File: src/rtl/data_debounce_pkg.sv
// Shared definitions for the data_debounce block: FSM state encoding and
// default sizing of the stability counter.
package data_debounce_pkg;

   localparam int DEF_STABLE_CYCLES = 4;
   localparam int DEF_CNT_W         = 16;

   // Bit 1 is the accepted level, bit 0 marks a candidate change being counted.
   typedef enum logic [1:0] {
      IDLE_LOW  = 2'b00,
      CHK_HIGH  = 2'b01,
      IDLE_HIGH = 2'b10,
      CHK_LOW   = 2'b11
   } state_t;

endpackage

File: src/rtl/sync_2ff.sv
// Two-flop synchronizer for a single asynchronous level; both flops clear to 0.
module sync_2ff (
   input  logic clk,
   input  logic rst_n,
   input  logic d,
   output logic q
);

   logic s1;

   // Metastability filter: first flop may go metastable, second settles it.
   always_ff @(posedge clk or negedge rst_n) begin
      if (!rst_n) begin
         s1 <= 1'b0;
         q  <= 1'b0;
      end else begin
         s1 <= d;
         q  <= s1;
      end
   end

endmodule

File: src/rtl/data_debounce.sv
// Debouncer: synchronizes a raw level, accepts a new level only after it has
// been held for STABLE_CYCLES consecutive synchronized samples, and emits
// one-cycle rise/fall pulses on each accepted change.
module data_debounce
   import data_debounce_pkg::*;
#(
   parameter int STABLE_CYCLES = DEF_STABLE_CYCLES,
   parameter int CNT_W         = DEF_CNT_W
) (
   input  logic clk,
   input  logic rst_n,
   input  logic data,
   output logic outq,
   output logic rise,
   output logic fall,
   output logic busy
);

   if (STABLE_CYCLES < 2) begin : g_bad_stable
      $error("data_debounce: STABLE_CYCLES must be at least 2");
   end
   if ($clog2(STABLE_CYCLES + 1) > CNT_W) begin : g_bad_cnt_w
      $error("data_debounce: CNT_W too narrow to hold STABLE_CYCLES");
   end

   localparam logic [CNT_W-1:0] CNT_ONE  = CNT_W'(1);
   localparam logic [CNT_W-1:0] CNT_LAST = CNT_W'(STABLE_CYCLES - 1);

   logic             s2;
   state_t           state, state_nxt;
   logic [CNT_W-1:0] cnt, cnt_nxt;
   logic             rise_nxt, fall_nxt;

   sync_2ff u_sync (
      .clk   (clk),
      .rst_n (rst_n),
      .d     (data),
      .q     (s2)
   );

   // Level and busy are pure decodes of the state flops, so no input reaches
   // an output without passing through a register.
   assign outq = (state == IDLE_HIGH) || (state == CHK_LOW);
   assign busy = (state == CHK_HIGH)  || (state == CHK_LOW);

   // State, counter and pulse registers.
   always_ff @(posedge clk or negedge rst_n) begin
      if (!rst_n) begin
         state <= IDLE_LOW;
         cnt   <= '0;
         rise  <= 1'b0;
         fall  <= 1'b0;
      end else begin
         state <= state_nxt;
         cnt   <= cnt_nxt;
         rise  <= rise_nxt;
         fall  <= fall_nxt;
      end
   end

   // Next-state logic: count consecutive differing samples, commit on the last
   // one, fall back to the current level on any bounce.
   always_comb begin
      state_nxt = state;
      cnt_nxt   = '0;
      rise_nxt  = 1'b0;
      fall_nxt  = 1'b0;
      case (state)
         IDLE_LOW: begin
            if (s2) begin
               state_nxt = CHK_HIGH;
               cnt_nxt   = CNT_ONE;
            end
         end
         IDLE_HIGH: begin
            if (!s2) begin
               state_nxt = CHK_LOW;
               cnt_nxt   = CNT_ONE;
            end
         end
         CHK_HIGH: begin
            if (!s2) begin
               state_nxt = IDLE_LOW;
            end else if (cnt == CNT_LAST) begin
               state_nxt = IDLE_HIGH;
               rise_nxt  = 1'b1;
            end else begin
               cnt_nxt = cnt + CNT_ONE;
            end
         end
         CHK_LOW: begin
            if (s2) begin
               state_nxt = IDLE_HIGH;
            end else if (cnt == CNT_LAST) begin
               state_nxt = IDLE_LOW;
               fall_nxt  = 1'b1;
            end else begin
               cnt_nxt = cnt + CNT_ONE;
            end
         end
         default: begin
            state_nxt = IDLE_LOW;
         end
      endcase
   end

endmodule
File: config.mk
export PLATFORM = sky130hd
export DESIGN_NAME = data_debounce
export DESIGN_NICKNAME = d
export VERILOG_FILES = /design/src/rtl/data_debounce_pkg.sv /design/src/rtl/sync_2ff.sv /design/src/rtl/data_debounce.sv
export SDC_FILE = /design/constraint.sdc
export NUM_CORES = 1
export LEC_CHECK = 0
export BUFFER_PORTS_ARGS = -buffer_cell sky130_fd_sc_hd__clkbuf_2
export CELL_PAD_IN_SITES_DETAIL_PLACEMENT = 1
export CELL_PAD_IN_SITES_GLOBAL_PLACEMENT = 1
export CORE_UTILIZATION = 45
export CTS_CLUSTER_DIAMETER = 50
export DETAILED_ROUTE_END_ITERATION = 10
export GPL_TIMING_DRIVEN = 0
export PLACE_DENSITY_LB_ADDON = 0.1
export SLEW_MARGIN = 20
export SYNTH_ARGS = -nofsm -noshare
export SYNTH_HDL_FRONTEND = slang
export SYNTH_SLANG_ARGS = --single-unit
File: constraint.sdc
create_clock -name clk -period 2.2 [get_ports clk]
set_clock_uncertainty 0.15 [all_clocks]
set_input_delay 0.11 -clock clk [delete_from_list [all_inputs] [get_ports clk]]
set_output_delay 0.11 -clock clk [all_outputs]
set_load 0.03 [all_outputs]
==> results of run 1 <==
==> metrics by stage <==
stage	power (mW)	cell area (sq um)	worst slack (ns)	util
detailed placement	0.742	1100	0.0657	0.503
finish	0.961	1160	0.189	0.532
global placement	0.735	1100	0.0908	0.503
floorplan	0.663	1040	0.446	-
global route	1.02	1160	0.0532	0.532
CTS	0.974	1160	0.0522	0.529
==> synthesized netlist by cell type (2+ instances only) <==
cell type / instances / area share
clkbuf_1: 2 / 0.0072
nor3_1: 4 / 0.019
nor4_1: 6 / 0.036
xnor2_1: 12 / 0.10
dfrtp_1: 22 / 0.53
xor2_1: 2 / 0.017
nand4_1: 5 / 0.030
inv_1: 2 / 0.0072
nor2_1: 17 / 0.062
nand3_1: 5 / 0.024
nor4b_1: 2 / 0.017
nand2_1: 5 / 0.018
nor3b_1: 2 / 0.014
==> metal layers <==
metal,global-route usage,vias to the layer above,part of all wire
met3,0.0370,5,0.018
met5,0,-,0
met4,0.100,0,0.020
met2,0.327,9,0.46
li1,-,368,-
met1,0.287,368,0.50
==> worst paths after layout <==
path                                          start                         end  slack [ns]  cells after the start
max in group asynchronous                     rst_n  asynchronous set/reset pin        1.38                      2
min in group clk                u_sync.s1$_DFF_PN0_          u_sync.q$_DFF_PN0_        0.22                      0
worst min register to register  u_sync.s1$_DFF_PN0_          u_sync.q$_DFF_PN0_        0.22                      0
worst max-delay path               cnt[0]$_DFF_PN0_            cnt[5]$_DFF_PN0_        0.19                      6
worst max register to register     cnt[0]$_DFF_PN0_            cnt[5]$_DFF_PN0_        0.19                      6
worst min-delay path                          rst_n           cnt[10]$_DFF_PN0_        0.15                      2
==> state kept, by name, indices dropped and copies added (netlist names), named ones only <==
register   flops
cnt           16
fall           1
rise           1
state          1
u_sync.q       1
u_sync.s1      1
==> worst max-delay path, cell delays in order, from the launching register on <==
cell	delay, ns
dfrtp_1	0.44
ha_1	0.25
nor4b_2	0.28
nand4_1	0.14
nand3b_1	0.33
buf_4	0.25
nor2_1	0.07
==> final cells by class <==
| type | instances | area, sq um |
|---|---|---|
| tap | 28 | 35.0 |
| multi-input combinational | 71 | 465 |
| sequential | 22 | 551 |
| fill | 260 | 1030 |
| timing repair buffer | 8 | 50.0 |
| clock buffer | 4 | 36.3 |
| buffer | 4 | 20.0 |
| inverter | 2 | 7.51 |
==> cells by family after synthesis <==
logic type / share of synthesized area
buf+inv: 0.0265
fa+ha+maj: 0.0121
compound gates: 0.0217
xor+xnor: 0.118
mux: 0.0109
flops: 0.531
simple gates: 0.280
==> power by group <==
group / leakage [nW] / switching (mW) / total, mW / internal [mW]
Combinational: 0.132 / 0.158 / 0.247 / 0.0893
Clock: 0.0210 / 0.125 / 0.226 / 0.101
Sequential: 0.297 / 0.0454 / 0.488 / 0.443
Total: 0.450 / 0.328 / 0.961 / 0.633
==> timing repair <==
item,CTS,global route
endpoints found under the hold margin,23,0
hold buffers,2,0
gates resized for setup,0,1
endpoints found under the setup margin,0,10
==> impl_results.md, run 1 <==
- CTS Root Cell: clkbuf_4
- Kind of critical path: reg -> reg
- Clock Latency Late Sink: 0.31 ns
- DIE HEIGHT: 50.0 um
- Total grt overflow: 0
- Worst vdd ir: 0.575 mV
- Proportion of synthesized chip area in sequential cells: 0.531
- DR pass1 iterations: 4
- Final cycle utilization of the critical path: 0.914
- Worst path arrival time: 2.08 ns
- CTS max path bufs: 2
- Core Region: 2190 sq um
- Dpl hpwl: 1490 um
- Via count: 750
- Initial Util: 0.473
- Critical Path RT: 2.27 ns
- Vias in the first global route: 826
- First-pass GRT wire length: 3830 um
- DR iter-0 viols: 22
- H-tree lvl count: 1
- DRC: 0
- Placer Congestion: 0.779
- Worst Setup Start Kind: flip-flop
- Placed cell count: 133
- LEAKAGE: 0.450 nW
- Die width: 50.0 um
- Num CTS Buffers: 3
- ANT nets after route: 0
- Setup TNS: 0 ns
- Initial antenna violation count: 0
- Asr flop ratio synth: 1.00
- Row cnt: 17
- Final min period: 2.01 ns
- Synth Instances: 99
- Vias per cell: 5.40
- Post-CTS setup buffer count: 0
- CP Capture Type: flip-flop
- Fmax: 497 MHz
- PortBufs: 6
- Netlist cell types: 26
- Diodes inserted: 0
- Pwr dens: 825 nW/um^2
- DR WL/cell: 15.7 um
- Mean Syn Cell Area: 10.5 sq um
- CTS tree: yes
- Critical-path maximum fanout: 10
- EDFF count, synth: 0
- Setup violations, final: 0
- Outcome: completed
- Top FF cell, synth: dfrtp_1
- Post-synth net total: 103
- Aggregate routed wire length: 2190 um
- RSZ-0062 raised after global routing: false
- Nets: 116
- Most frequent cells in the layout: 22 x dfrtp_1, 17 x nor2_1, 12 x xnor2_1
- Slew Limit Fails: 0
- Clk sinks: 22
- Number of warning messages in the yosys log: 0
- Most common cell after layout, fill and taps aside: dfrtp_1
- Die area: 2500 sq um
- Tot GR Track Use: 0.212
- Synth-to-Final Area Change: 12.3%
- Hold Slack: 0.150 ns
- Worst-Margin Slew: 0.566 ns
- Clk slew on worst S/H paths: 0.12 ns
- Ports: 7
- Hold Vio Cnt, Final: 0
- Worst Hold Class: in -> async
- Max Cap Viol: 0
- Post-Synthesis Cell Area: 1040 sq um
- Synth Register Bits: 22
- Largest net degree at the start of global routing: 23
- Slew HR: 0.623
- Share of cells above drive strength 1: 0.162
- Final Non-Filler Cells: 139
(Power assumes the default switching activity.)
==> run 2, diff against run 1 <==
--- a/config.mk
+++ b/config.mk
@@ -5,10 +5,11 @@
 export SDC_FILE = /design/constraint.sdc
 export NUM_CORES = 1
 export LEC_CHECK = 0
+export ABC_AREA = 1
 export BUFFER_PORTS_ARGS = -buffer_cell sky130_fd_sc_hd__clkbuf_2
 export CELL_PAD_IN_SITES_DETAIL_PLACEMENT = 1
 export CELL_PAD_IN_SITES_GLOBAL_PLACEMENT = 1
-export CORE_UTILIZATION = 45
+export CORE_UTILIZATION = 43
 export CTS_CLUSTER_DIAMETER = 50
 export DETAILED_ROUTE_END_ITERATION = 10
 export GPL_TIMING_DRIVEN = 0
==> impl_results.md, run 2 <==
- Outcome: completed (unchanged)
- Post-Synthesis Cell Area: 1180 sq um (was 1040 sq um)
- Setup violations, final: 0 (unchanged)
- CTS tree: yes (unchanged)
- Setup TNS: 0 ns (unchanged)
- Wire length on met3: 37 um (was 40 um)
- Via count: 978 (was 750)
- Hold Slack: 0.141 ns (was 0.150 ns)
- Hold Vio Cnt, Final: 0 (unchanged)
- Seq pwr share: 0.456 (was 0.508)
- Nets: 169 (was 116)
- Worst vdd ir: 0.683 mV (was 0.575 mV)
- Critical Path RT: 2.25 ns (was 2.27 ns)
- Top reg by flops: cnt (unchanged)
- RSZ-0062 raised after global routing: false (unchanged)
- CTS Root Cell: clkbuf_4 (unchanged)
- Top sig layer: met4 (unchanged)
- DRC: 0 (unchanged)
- DR pass1 iterations: 4 (unchanged)
- Clk slew on worst S/H paths: 0.13 ns (was 0.12 ns)
- Netlist cell types: 24 (was 26)
- Critical-path maximum fanout: 10 (unchanged)
- DR WL/cell: 13.5 um (was 15.7 um)
- Switching share of power: 0.322 (was 0.341)
- H-tree lvl count: 1 (unchanged)
- Share of cells above drive strength 1: 0.165 (was 0.162)
- Design Power: 1.05 mW (was 961 uW)
- Most frequent cells in the layout: 40 x nor2_1, 28 x nand2_1, 22 x dfrtp_1 (was 22 x dfrtp_1, 17 x nor2_1, 12 x xnor2_1)
- M1 WL: 1290 um (was 1090 um)
- Die width: 54.4 um (was 50.0 um)
- Final cycle utilization of the critical path: 0.759 (was 0.914)
- Tot GR Track Use: 0.202 (was 0.212)
- Asr flop ratio synth: 1.00 (unchanged)
- Worst-Margin Slew: 0.544 ns (was 0.566 ns)
- Top delay family on crit path: simple AND/OR/NAND/NOR gates (unchanged)
- Total grt overflow: 0 (unchanged)
- Synth top area share: 0.466 (was 0.531)
- Max reg flops: 16 (unchanged)
- Max Cap Viol: 0 (unchanged)
- Yosys top cell by area: dfrtp_1 (unchanged)
- Die area: 2960 sq um (was 2500 sq um)
- Vias in the first global route: 946 (was 826)
- Vias per cell: 5.04 (was 5.40)
- Synth Register Bits: 22 (unchanged)
- CP max stage delay: 0.40 ns (was 0.44 ns)
- Clock power frac: 0.296 (was 0.235)
- Worst Hold Class: in -> async (unchanged)
- Layout Utilization: 0.519 (was 0.532)
- Mean Syn Cell Area: 7.77 sq um (was 10.5 sq um)
- Core Region: 2540 sq um (was 2190 sq um)
- Top-count cell post-synth: nor2_1 (was dfrtp_1)
- Slowest-stage cell, CP: dfrtp_1 (unchanged)
- Kind of critical path: reg -> reg (unchanged)
- Initial Util: 0.464 (was 0.473)
- Proportion of synthesized chip area in sequential cells: 0.466 (was 0.531)
- Post-synth top cells: 40 x nor2_1, 28 x nand2_1, 22 x dfrtp_1 (was 22 x dfrtp_1, 17 x nor2_1, 12 x xnor2_1)
- Slew Limit Fails: 0 (unchanged)
- Num CTS Buffers: 3 (unchanged)
- Pwr dens: 797 nW/um^2 (was 825 nW/um^2)
- LEAKAGE: 0.597 nW (was 0.450 nW)
- Clock Latency Late Sink: 0.31 ns (about the same)
- EDFF count, synth: 0 (unchanged)
- Fill cell count: 304 (was 260)
- Worst Setup Start Kind: flip-flop (unchanged)
- Number of warning messages in the yosys log: 0 (unchanged)
- Placed cell area: 1250 sq um (was 1100 sq um)
- Worst path arrival time: 1.72 ns (was 2.08 ns)
- Placer Congestion: 0.858 (was 0.779)
- Slew HR: 0.637 (was 0.623)
- Post-synth net total: 156 (was 103)
- Synth-to-Final Area Change: 11.9% (was 12.3%)
- Design area: 1320 sq um (was 1160 sq um)
- Top FF cell, synth: dfrtp_1 (unchanged)
- CP Capture Type: flip-flop (unchanged)
- Diodes inserted: 0 (unchanged)
- Buf/Inv on CP: 2 (was 1)
- Ports: 7 (unchanged)
- Row cnt: 18 (was 17)
- Most common cell after layout, fill and taps aside: nor2_1 (was dfrtp_1)
- Clk sinks: 22 (unchanged)
- Initial antenna violation count: 0 (unchanged)
- Largest net degree at the start of global routing: 23 (unchanged)
- Routed wl met2: 1280 um (was 1010 um)
- PortBufs: 6 (unchanged)
- Sw power: 339 uW (was 328 uW)
- ANT nets after route: 0 (unchanged)
- Logic gate share of total power: 0.248 (was 0.257)
- Cts repair resizes: 0 (unchanged)
- DR iter-0 viols: 9 (was 22)
- First-pass GRT wire length: 4170 um (was 3830 um)
- Dominant cells by area after synthesis: dfrtp_1 47%, nor2_1 13%, nand2_1 8.9%, inv_1 5.1%, nand3_1 3.0% (was dfrtp_1 53%, xnor2_1 10%, nor2_1 6.2%, nor4_1 3.6%, nand4_1 3.0%)
- Synth Instances: 152 (was 99)
- DIE HEIGHT: 54.4 um (was 50.0 um)
- Worst path cell trace: ha_1, inv_1, nor2_1, nand2_1, nor2_1, nand2_1, nand2_2, buf_6, nor3_1 (was ha_1, nor4b_2, nand4_1, nand3b_1, buf_4, nor2_1)
- Final min period: 1.67 ns (was 2.01 ns)
- Dpl hpwl: 1990 um (was 1490 um)
- Fmax: 599 MHz (was 497 MHz)
- P_int: 714 uW (was 633 uW)
- Aggregate routed wire length: 2620 um (was 2190 um)
- CTS max path bufs: 2 (unchanged)
## run 2: changes by cell type after synthesis, moves of 5 or more
cell,change
inv_1,+14
nand2_1,+23
nand2_2,+5
nor2_1,+23
nor4_1,-6
xnor2_1,-12
## run 2: logic make-up (layout without fill, tap and decap cells)
family / count (synthesis) / after routing / share of synthesized area
AO/OA/AOI/OAI: 13 / 13 / 0.0699
XOR/XNOR: 4 / 4 / 0.0297
adder cells (fa/ha/maj): 1 / 1 / 0.0106
buffers and inverters: 19 / 31 / 0.0667
flip-flops: 22 / 22 / 0.466
AND/OR/NAND/NOR: 93 / 93 / 0.357
## run 2: repair_timing
item                      4_1_cts  5_1_grt
setup buffers                   0        0
hold buffers                    2        0
hold endpoints to repair       23        0
## run 2: power by group through the flow
stage / Clock (mW) / Sequential (mW) / Combinational (mW)
after floorplan: 0 / 0.478 / 0.193
after global placement: 0 / 0.483 / 0.255
after detailed placement: 0 / 0.491 / 0.262
after CTS: 0.319 / 0.482 / 0.268
after global routing: 0.334 / 0.486 / 0.295
final: 0.311 / 0.480 / 0.261
## run 2: per-layer routing
metal,GRT usage,vias up
met5,0,-
met4,0.0769,0
met3,0.0250,2
met2,0.337,7
met1,0.264,475
li1,-,494
## run 2: final cells by class
type / instances / area (sq um) / share of cell area
flip-flops and latches: 22 / 551 / 0.417
multi-input cells: 111 / 552 / 0.418
clock inverters: 1 / 30.0 / 0.0227
well taps: 30 / 37.5 / 0.0284
clock buffers: 3 / 22.5 / 0.0170
repair buffers: 8 / 50.0 / 0.0379
inverters: 16 / 60.1 / 0.0455
plain buffers: 3 / 18.8 / 0.0142
## run 2: worst paths after layout
| kind | start | endpoint | slack, ns | depth (start not counted) |
|---|---|---|---|---|
| min in group clk | u_sync.s1$_DFF_PN0_ | u_sync.q$_DFF_PN0_ | 0.23 | 0 |
| min | rst_n | cnt[14]$_DFF_PN0_ | 0.14 | 2 |
| max in group asynchronous | rst_n | u_sync.q$_DFF_PN0_ | 1.39 | 2 |
| min reg2reg | u_sync.s1$_DFF_PN0_ | u_sync.q$_DFF_PN0_ | 0.23 | 0 |
| max | cnt[0]$_DFF_PN0_ | cnt[5]$_DFF_PN0_ | 0.53 | 9 |
| max reg2reg | cnt[0]$_DFF_PN0_ | cnt[5]$_DFF_PN0_ | 0.53 | 9 |
## run 2: metrics by stage
stage / worst slack [ns] / cells
final: 0.531 / 194
after global routing: 0.357 / 194
after CTS: 0.504 / 194
after detailed placement: 0.536 / 188
after global placement: 0.626 / 188
after floorplan: 0.764 / 152
